$ cat config.mk
export PLATFORM = sky130hd
export DESIGN_NAME = rv32i_decoder_glue_flat
export DESIGN_NICKNAME = d
export VERILOG_FILES = /design/src/rtl/rv32i_decoder_glue_pkg.sv /design/src/rtl/rv32i_decoder_glue_if.sv /design/src/rtl/rv32i_decoder_glue_imm_gen.sv /design/src/rtl/rv32i_decoder_glue.sv /design/src/flat_wrapper.sv
export SDC_FILE = /design/constraint.sdc
export NUM_CORES = 1
export LEC_CHECK = 0
export BUFFER_PORTS_ARGS = -buffer_cell sky130_fd_sc_hd__buf_4
export CAP_MARGIN = 20
export CORE_MARGIN = 3
export CORE_UTILIZATION = 40
export CTS_CLUSTER_SIZE = 40
export DETAILED_ROUTE_END_ITERATION = 8
export HOLD_SLACK_MARGIN = 0.05
export PLACE_DENSITY = 0.95
export SYNTH_ARGS = -nofsm -noshare
export SYNTH_HDL_FRONTEND = slang
export SYNTH_HIERARCHICAL = 1
export SYNTH_SLANG_ARGS = --single-unit
$ cat constraint.sdc
create_clock -name clk -period 2.8 [get_ports clk]
set_input_delay 0.28 -clock clk [delete_from_list [all_inputs] [get_ports clk]]
set_output_delay 0.28 -clock clk [all_outputs]
set_load 0.05 [all_outputs]
$ cat src/rtl/rv32i_decoder_glue_pkg.sv
// rv32i_decoder_glue_pkg: opcode constants, ImmSrc/wb_sel/ALUOp encodings and the decoded-control record.
package rv32i_decoder_glue_pkg;

    localparam logic [6:0] OP_R      = 7'b0110011;
    localparam logic [6:0] OP_IMM    = 7'b0010011;
    localparam logic [6:0] OP_LOAD   = 7'b0000011;
    localparam logic [6:0] OP_STORE  = 7'b0100011;
    localparam logic [6:0] OP_BRANCH = 7'b1100011;
    localparam logic [6:0] OP_JAL    = 7'b1101111;
    localparam logic [6:0] OP_JALR   = 7'b1100111;
    localparam logic [6:0] OP_LUI    = 7'b0110111;
    localparam logic [6:0] OP_AUIPC  = 7'b0010111;

    localparam logic [2:0] IMM_I    = 3'b000;
    localparam logic [2:0] IMM_S    = 3'b001;
    localparam logic [2:0] IMM_B    = 3'b010;
    localparam logic [2:0] IMM_U    = 3'b011;
    localparam logic [2:0] IMM_J    = 3'b100;
    localparam logic [2:0] IMM_NONE = 3'b111;

    localparam logic [1:0] WB_ALU = 2'd0;
    localparam logic [1:0] WB_MEM = 2'd1;
    localparam logic [1:0] WB_PC4 = 2'd2;

    localparam logic [1:0] ALU_ADD   = 2'b00;
    localparam logic [1:0] ALU_BR    = 2'b01;
    localparam logic [1:0] ALU_FUNCT = 2'b10;
    localparam logic [1:0] ALU_PASSB = 2'b11;

    typedef struct packed {
        logic       reg_write;
        logic       mem_read;
        logic       mem_write;
        logic       alu_src;
        logic       branch;
        logic       jal;
        logic       jalr;
        logic       illegal;
        logic [1:0] alu_op;
        logic [2:0] imm_src;
        logic [1:0] wb_sel;
    } ctrl_t;

endpackage

$ cat src/rtl/rv32i_decoder_glue_if.sv
// rv32i_decoder_glue_if: instruction word in, decoded fields and controls out.
interface rv32i_decoder_glue_if;
    logic [31:0] instr;
    logic [4:0]  rd;
    logic [4:0]  rs1;
    logic [4:0]  rs2;
    logic [31:0] imm;
    logic        regWrite;
    logic        MemRead;
    logic        MemWrite;
    logic        ALUSrc;
    logic        BranchSig;
    logic        Branch;
    logic        Jump;
    logic        JAL;
    logic        JALR;
    logic [1:0]  ALUOp;
    logic [2:0]  ImmSrc;
    logic [1:0]  wb_sel;
    logic        illegal_q;

    modport master (
        output instr,
        input  rd, rs1, rs2, imm, regWrite, MemRead, MemWrite, ALUSrc, BranchSig, Branch,
               Jump, JAL, JALR, ALUOp, ImmSrc, wb_sel, illegal_q
    );

    modport slave (
        input  instr,
        output rd, rs1, rs2, imm, regWrite, MemRead, MemWrite, ALUSrc, BranchSig, Branch,
               Jump, JAL, JALR, ALUOp, ImmSrc, wb_sel, illegal_q
    );
endinterface

$ cat src/rtl/rv32i_decoder_glue_imm_gen.sv
// rv32i_decoder_glue_imm_gen: sign-extended immediate for the I/S/B/U/J formats, zero otherwise.
module rv32i_decoder_glue_imm_gen
    import rv32i_decoder_glue_pkg::*;
(
    input  logic [31:7] instr,
    input  logic [2:0]  imm_src,
    output logic [31:0] imm
);
    always_comb begin
        imm = imm_src == IMM_I ? {{20{instr[31]}}, instr[31:20]} :
              imm_src == IMM_S ? {{20{instr[31]}}, instr[31:25], instr[11:7]} :
              imm_src == IMM_B ? {{19{instr[31]}}, instr[31], instr[7], instr[30:25], instr[11:8], 1'b0} :
              imm_src == IMM_U ? {instr[31:12], 12'b0} :
              imm_src == IMM_J ? {{11{instr[31]}}, instr[31], instr[19:12], instr[20], instr[30:21], 1'b0} :
              32'b0;
    end
endmodule

$ cat src/rtl/rv32i_decoder_glue.sv
// rv32i_decoder_glue: combinational RV32I decode front end with a registered illegal-opcode flag.
module rv32i_decoder_glue
    import rv32i_decoder_glue_pkg::*;
(
    input logic                 clk,
    input logic                 rst_n,
    rv32i_decoder_glue_if.slave bus
);
    ctrl_t ctrl;

    always_comb begin
        ctrl         = '0;
        ctrl.imm_src = IMM_NONE;
        case (bus.instr[6:0])
            OP_R: begin
                ctrl.reg_write = 1'b1;
                ctrl.alu_op    = ALU_FUNCT;
            end
            OP_IMM: begin
                ctrl.reg_write = 1'b1;
                ctrl.alu_src   = 1'b1;
                ctrl.alu_op    = ALU_FUNCT;
                ctrl.imm_src   = IMM_I;
            end
            OP_LOAD: begin
                ctrl.reg_write = 1'b1;
                ctrl.alu_src   = 1'b1;
                ctrl.mem_read  = 1'b1;
                ctrl.wb_sel    = WB_MEM;
                ctrl.imm_src   = IMM_I;
            end
            OP_STORE: begin
                ctrl.alu_src   = 1'b1;
                ctrl.mem_write = 1'b1;
                ctrl.imm_src   = IMM_S;
            end
            OP_BRANCH: begin
                ctrl.branch  = 1'b1;
                ctrl.alu_op  = ALU_BR;
                ctrl.imm_src = IMM_B;
            end
            OP_JAL: begin
                ctrl.reg_write = 1'b1;
                ctrl.alu_src   = 1'b1;
                ctrl.jal       = 1'b1;
                ctrl.wb_sel    = WB_PC4;
                ctrl.imm_src   = IMM_J;
            end
            OP_JALR: begin
                ctrl.reg_write = 1'b1;
                ctrl.alu_src   = 1'b1;
                ctrl.jalr      = 1'b1;
                ctrl.wb_sel    = WB_PC4;
                ctrl.imm_src   = IMM_I;
            end
            OP_LUI: begin
                ctrl.reg_write = 1'b1;
                ctrl.alu_src   = 1'b1;
                ctrl.alu_op    = ALU_PASSB;
                ctrl.imm_src   = IMM_U;
            end
            OP_AUIPC: begin
                ctrl.reg_write = 1'b1;
                ctrl.alu_src   = 1'b1;
                ctrl.alu_op    = ALU_ADD;
                ctrl.imm_src   = IMM_U;
            end
            default: ctrl.illegal = 1'b1;
        endcase
    end

    assign bus.rd        = bus.instr[11:7];
    assign bus.rs1       = bus.instr[19:15];
    assign bus.rs2       = bus.instr[24:20];
    assign bus.regWrite  = ctrl.reg_write;
    assign bus.MemRead   = ctrl.mem_read;
    assign bus.MemWrite  = ctrl.mem_write;
    assign bus.ALUSrc    = ctrl.alu_src;
    assign bus.BranchSig = ctrl.branch;
    assign bus.Branch    = ctrl.branch;
    assign bus.Jump      = ctrl.jal | ctrl.jalr;
    assign bus.JAL       = ctrl.jal;
    assign bus.JALR      = ctrl.jalr;
    assign bus.ALUOp     = ctrl.alu_op;
    assign bus.ImmSrc    = ctrl.imm_src;
    assign bus.wb_sel    = ctrl.wb_sel;

    rv32i_decoder_glue_imm_gen u_imm_gen (
        .instr   (bus.instr[31:7]),
        .imm_src (ctrl.imm_src),
        .imm     (bus.imm)
    );

    always_ff @(posedge clk or negedge rst_n) begin
        if (!rst_n) bus.illegal_q <= 1'b0;
        else        bus.illegal_q <= ctrl.illegal;
    end
endmodule

$ cat src/flat_wrapper.sv
// flat-port wrapper written by rule: the top's interface ports become plain ports
module rv32i_decoder_glue_flat import rv32i_decoder_glue_pkg::*;
  (clk, rst_n, bus_instr, bus_rd, bus_rs1, bus_rs2, bus_imm, bus_regWrite, bus_MemRead, bus_MemWrite, bus_ALUSrc, bus_BranchSig, bus_Branch, bus_Jump, bus_JAL, bus_JALR, bus_ALUOp, bus_ImmSrc, bus_wb_sel, bus_illegal_q);
  rv32i_decoder_glue_if bus_i ();
  input logic clk;
  input logic rst_n;
  input wire logic [$bits(bus_i.instr)-1:0] bus_instr;
  output wire logic [$bits(bus_i.rd)-1:0] bus_rd;
  output wire logic [$bits(bus_i.rs1)-1:0] bus_rs1;
  output wire logic [$bits(bus_i.rs2)-1:0] bus_rs2;
  output wire logic [$bits(bus_i.imm)-1:0] bus_imm;
  output wire logic [$bits(bus_i.regWrite)-1:0] bus_regWrite;
  output wire logic [$bits(bus_i.MemRead)-1:0] bus_MemRead;
  output wire logic [$bits(bus_i.MemWrite)-1:0] bus_MemWrite;
  output wire logic [$bits(bus_i.ALUSrc)-1:0] bus_ALUSrc;
  output wire logic [$bits(bus_i.BranchSig)-1:0] bus_BranchSig;
  output wire logic [$bits(bus_i.Branch)-1:0] bus_Branch;
  output wire logic [$bits(bus_i.Jump)-1:0] bus_Jump;
  output wire logic [$bits(bus_i.JAL)-1:0] bus_JAL;
  output wire logic [$bits(bus_i.JALR)-1:0] bus_JALR;
  output wire logic [$bits(bus_i.ALUOp)-1:0] bus_ALUOp;
  output wire logic [$bits(bus_i.ImmSrc)-1:0] bus_ImmSrc;
  output wire logic [$bits(bus_i.wb_sel)-1:0] bus_wb_sel;
  output wire logic [$bits(bus_i.illegal_q)-1:0] bus_illegal_q;
  assign bus_i.instr = bus_instr;
  assign bus_rd = bus_i.rd;
  assign bus_rs1 = bus_i.rs1;
  assign bus_rs2 = bus_i.rs2;
  assign bus_imm = bus_i.imm;
  assign bus_regWrite = bus_i.regWrite;
  assign bus_MemRead = bus_i.MemRead;
  assign bus_MemWrite = bus_i.MemWrite;
  assign bus_ALUSrc = bus_i.ALUSrc;
  assign bus_BranchSig = bus_i.BranchSig;
  assign bus_Branch = bus_i.Branch;
  assign bus_Jump = bus_i.Jump;
  assign bus_JAL = bus_i.JAL;
  assign bus_JALR = bus_i.JALR;
  assign bus_ALUOp = bus_i.ALUOp;
  assign bus_ImmSrc = bus_i.ImmSrc;
  assign bus_wb_sel = bus_i.wb_sel;
  assign bus_illegal_q = bus_i.illegal_q;
  rv32i_decoder_glue u_core (.clk(clk), .rst_n(rst_n), .bus(bus_i));
endmodule
======== After elaboration in Yosys (flattened, before gate mapping) ========
Index checks and enable logic that the tools add are counted.
storage, ports and cells
  flip-flop bits (word level) ............. 1
  input bits .............................. 34
  output and inout bits ................... 64
  word-level logic and storage cells ...... 39
operators by class
  equality and inequality tests ........... 13
  mux-type cells .......................... 16
  bitwise logic cells ..................... 1
  reduce and logical (&&, ||, !) cells .... 8
operators with widths
  cell                                           number
  2-to-1 mux 32 bit                              5
  == test 7 x 6 -> 1 bit, second input constant  3
  == test 7 bit, second input constant           3
  case mux 3 bit (5 select lines)                1
  == test 7 x 5 -> 1 bit, second input constant  2
  OR reduction 7 bit                             2
  OR reduction 9 bit                             1
  2-to-1 mux 1 bit                               8
  == test 7 x 2 -> 1 bit, second input constant  1
  == test 3 x 2 -> 1 bit, second input constant  2
  case mux 2 bit (3 select lines)                1
  OR reduction 2 bit                             3
  case mux 2 bit (2 select lines)                1
  == test 3 x 1 -> 1 bit, second input constant  1
  == test 3 bit, second input constant           1
  logical NOT 3 bit                              1
  OR reduction 3 bit                             1
  bitwise OR 1 bit                               1

======== Logic depth before layout (Yosys ltp) ========
  depth after elaboration ................. 9
  mapped depth ............................ 9

======== Cells and area by module ========
The synthesis kept the hierarchy.
modules (own cells, without submodules)
  module                      times used  cells each  area each (µm²)  seq. area each (µm²)
  rv32i_decoder_glue          1           72          534.3            25.0
  rv32i_decoder_glue_imm_gen  1           84          473.0            0.0

======== Worst setup path after synthesis ========
OpenSTA, ideal clock, no wires.
  path type ............................... input to output
  start ................................... input bus_instr[1]
  end ..................................... output bus_BranchSig
  arrival ................................. 2.549 ns
  setup slack ............................. -0.029 ns
  stages .................................. 4
  buffers on the path ..................... 2
  cell sequence ........................... nand2_1 buf_2 nor4_1 buf_4
on the way
  cells in the longest elaborated chain, start to end .. 2
ends and longest elaborated chain
  item              RTL line                  RTL
  start, declared   flat_wrapper.sv:7         input wire logic [$bits(bus_i.instr)-1:0] bus_instr;
  == test 7 bit     rv32i_decoder_glue.sv:14  case (bus.instr[6:0])
  2-to-1 mux 1 bit  rv32i_decoder_glue.sv:14
  end, declared     flat_wrapper.sv:16        output wire logic [$bits(bus_i.BranchSig)-1:0] bus_BranchSig;
Every way passes these cells.

======== Final worst setup path ========
  start ................................... input bus_instr[4]
  end ..................................... output bus_imm[28]
on the way
  cells in the longest elaborated chain, start to end .. 9
ends and longest elaborated chain
  item                                                                       RTL line                          RTL
  == test 7 x 2 -> 1 bit, or another cell as far along                       rv32i_decoder_glue.sv:14
  OR reduction 3 bit (no source line) or OR reduction 2 bit (tied branches)  n/a
  case mux 3 bit (5 select lines) (*)                                        rv32i_decoder_glue.sv:14
  == test 3 bit                                                              rv32i_decoder_glue_imm_gen.sv:14  imm_src == IMM_J ? {{11{instr[31]}}, instr[31], instr[19:12], instr[20], instr[30:21], 1'b0} :
  2-to-1 mux 32 bit                                                          rv32i_decoder_glue_imm_gen.sv:14
  2-to-1 mux 32 bit                                                          rv32i_decoder_glue_imm_gen.sv:13  imm_src == IMM_U ? {instr[31:12], 12'b0} :
  2-to-1 mux 32 bit                                                          rv32i_decoder_glue_imm_gen.sv:12  imm_src == IMM_B ? {{19{instr[31]}}, instr[31], instr[7], instr[30:25], instr[11:8], 1'b0} :
  2-to-1 mux 32 bit                                                          rv32i_decoder_glue_imm_gen.sv:11  imm_src == IMM_S ? {{20{instr[31]}}, instr[31:25], instr[11:7]} :
  2-to-1 mux 32 bit (*)                                                      rv32i_decoder_glue_imm_gen.sv:10  imm = imm_src == IMM_I ? {{20{instr[31]}}, instr[31:20]} :
  end, declared                                                              flat_wrapper.sv:11                output wire logic [$bits(bus_i.imm)-1:0] bus_imm;
Mark *: on every way between the ends. The rest lies on a longest branch, timed or not.

==> results.toml <==
[sta]
slew_viol_final = 0
clock.fmax_mhz = 390.4
post-route-period-util_pct = 91.48
hold_viol_final = 0
finalSetupViolCount = 0
timing.final.ws_setup_ns = 0.2387
max_slew_margin_pct = 46.21
tightest_slew_ns = 0.8052
finalCriticalPeriod_ns = 2.561
rsz0062_at_grt = "false"
tns_ns = 0

[floorplan]
start_util_pct = 43.85
dieWidth_um = 56.18
io_pins = 98
die_h_um = 56.18
core_um2 = 2297
dieArea_um2 = 3156
rows = 17

[routing]
via_count = 1266
top_layer = "met3"
wl_met1_mm = 1.253
drtAntennaViolNets = 0
routed_wl_mm = 3.138
wl_met2_mm = 1.647
drt_iter0_markers = 32
vias_per_cell = 5.189
drt_pass1_iterations = 4
wl_met3_um = 236
drc = 0
wl_per_cell_um = 12.86

[global_routing]
grt_max_degree = 18
grt_pass1_wl_mm = 4.954
track_usage_pct = 17.79
antenna_found_initial = 0
grt_pass1_vias = 1155
grt_overflow = 0

[clocking]
cts_setup_buffers = 0
hold_buffers = 0
clkTransAtPathRegs_ns = 0
cts_resized = 0

[layout]
final_core_util_pct = 65.80
top_register = "u_core/bus.illegal_q"
area_growth_pct = 50.06
layout_common_cells = "buf_4, nand2_1, a21oi_1, o22ai_1"
final_cell_count_no_fill = 244
largest_reg_flops = 1
diodes = 0
nFillCells = 215
drive_gt1_share_pct = 51.39
nets = 252
reg.largest.list = "u_core/bus.illegal_q x1"
mostFrequentLayoutCell = "buf_4"

[outcome]
status = "completed"

[yosys]
synth.distinct_cells = 40
synth_edf_count = 0
synth_nets = 190
synth.avg_cell_area_um2 = 6.457
syn_area_um2 = 1007
synth_seq_area_share_pct = 2.484
yosys_warnings = 6
synth-async-reset-ratio_pct = 100.0
ys_ff_latch = 1
ys.flop_type = "dfrtp_1"
syn_inst = 156

[place]
dp_hpwl_mm = 2.551
gp_congestion = 0.7998
pre_cts_ws_ns = 0.2587
place_inst = 244
port_buffers = 97

[pwr]
ir_drop_v = 0.0001054
p_per_area_nw_per_um2 = 153.7
leakagePower_nw = 0.8237

[worst_setup_path]
crit_chain = "buf_4, nand2b_1, a211oi_2, o21bai_1, maj3_2, nand2b_4, nand2_1, buf_4"
path_class = "in -> out"
cp_top_family = "compound AO/OA/AOI/OAI gates"
crit_slowest_cell = "o21bai_1"
critical_path_buf_inv_count = 2
cp_slowest_stage_delay_ns = 0.66
cp_common_cell = "buf_4"
cp.required_ns = 2.52
critical_path.startpoint_type = "input pin"
cp-end-kind = "primary output"
worst-path-max-fanout = 12
arrival_ns = 2.28

[worst_hold_path]
min_path_type = "in -> async"

[job]
cap_violations = 0
==> area by class of cell <==
class / count / area (um2) / share of cell area (%)
sequential: 1 / 25.02 / 1.656
timing repair buffer: 99 / 743.2 / 49.17
inverter: 2 / 7.507 / 0.4967
tap: 28 / 35.03 / 2.318
multi-input combinational: 114 / 700.7 / 46.36
==> logic make-up after synthesis <==
kind of cell	synth area share [%]
multiplexers	1.988
adder cells (fa/ha/maj)	1.118
XOR/XNOR	0.8697
AO/OA/AOI/OAI	25.34
flip-flops	2.484
AND/OR/NAND/NOR	39.63
buffers and inverters	28.57
==> where the power goes <==
part | switching (mW) | leakage [nW] | internal [mW] | total (mW)
registers | 0.000108 | 0.00916 | 0.0152 | 0.0153
clock network | 0 | 0 | 0 | 0
logic | 0.139 | 0.815 | 0.0782 | 0.217
==> stage by stage <==
stage | total power, mW | area (um2) | hold slack [ns]
final | 0.2322 | 1511 | 0.05577
after global routing | 0.2444 | 1511 | 0.05962
after CTS | 0.2326 | 1511 | 0.05723
after detailed placement | 0.2322 | 1511 | 0.05710
after global placement | 0.2292 | 1511 | 0.05502
after floorplan | 0.1713 | 1013 | -0.01559
==> synthesized netlist by cell type, types with 2 or more instances <==
library cell  number  share of area, %
and2_1             4               2.5
clkbuf_1           6               2.2
mux2i_1            2               2.0
nor2_1             7               2.6
o21bai_1           2               1.5
nand2b_1           3               1.9
nand3b_1           2               1.5
and2b_1            5               3.7
buf_4             24                18
buf_6              3               3.4
nor3_1             3               1.5
nor4_1             2               1.2
nand2_1           23               8.6
nor3_2             2               2.0
nor2b_1            7               4.3
o22ai_1            8               5.0
o21ai_1            4               2.0
buf_2              5               2.5
o21ai_0            2              0.99
a21oi_1           18               8.9
a22o_1             4               3.5
nand3_1            2              0.99
==> final timing paths <==
check | from | endpoint | slack [ns] | depth (start not counted)
worst max-delay path | bus_instr[4] | bus_imm[28] | 0.24 | 8
worst min-delay path | rst_n | u_core/bus.illegal_q | 0.06 | 1
max in group asynchronous | rst_n | u_core/bus.illegal_q | 2.66 | 1
min in group clk | bus_instr[0] | u_core/bus.illegal_q | 0.72 | 3
==> per-layer routing <==
layer | global-route usage, % | up-vias
met3 | 1.856 | 0
met1 | 21.96 | 574
met4 | 1.017 | 0
li1 | - | 634
met5 | 0 | -
met2 | 34.06 | 58
(Power assumes the default switching activity.)
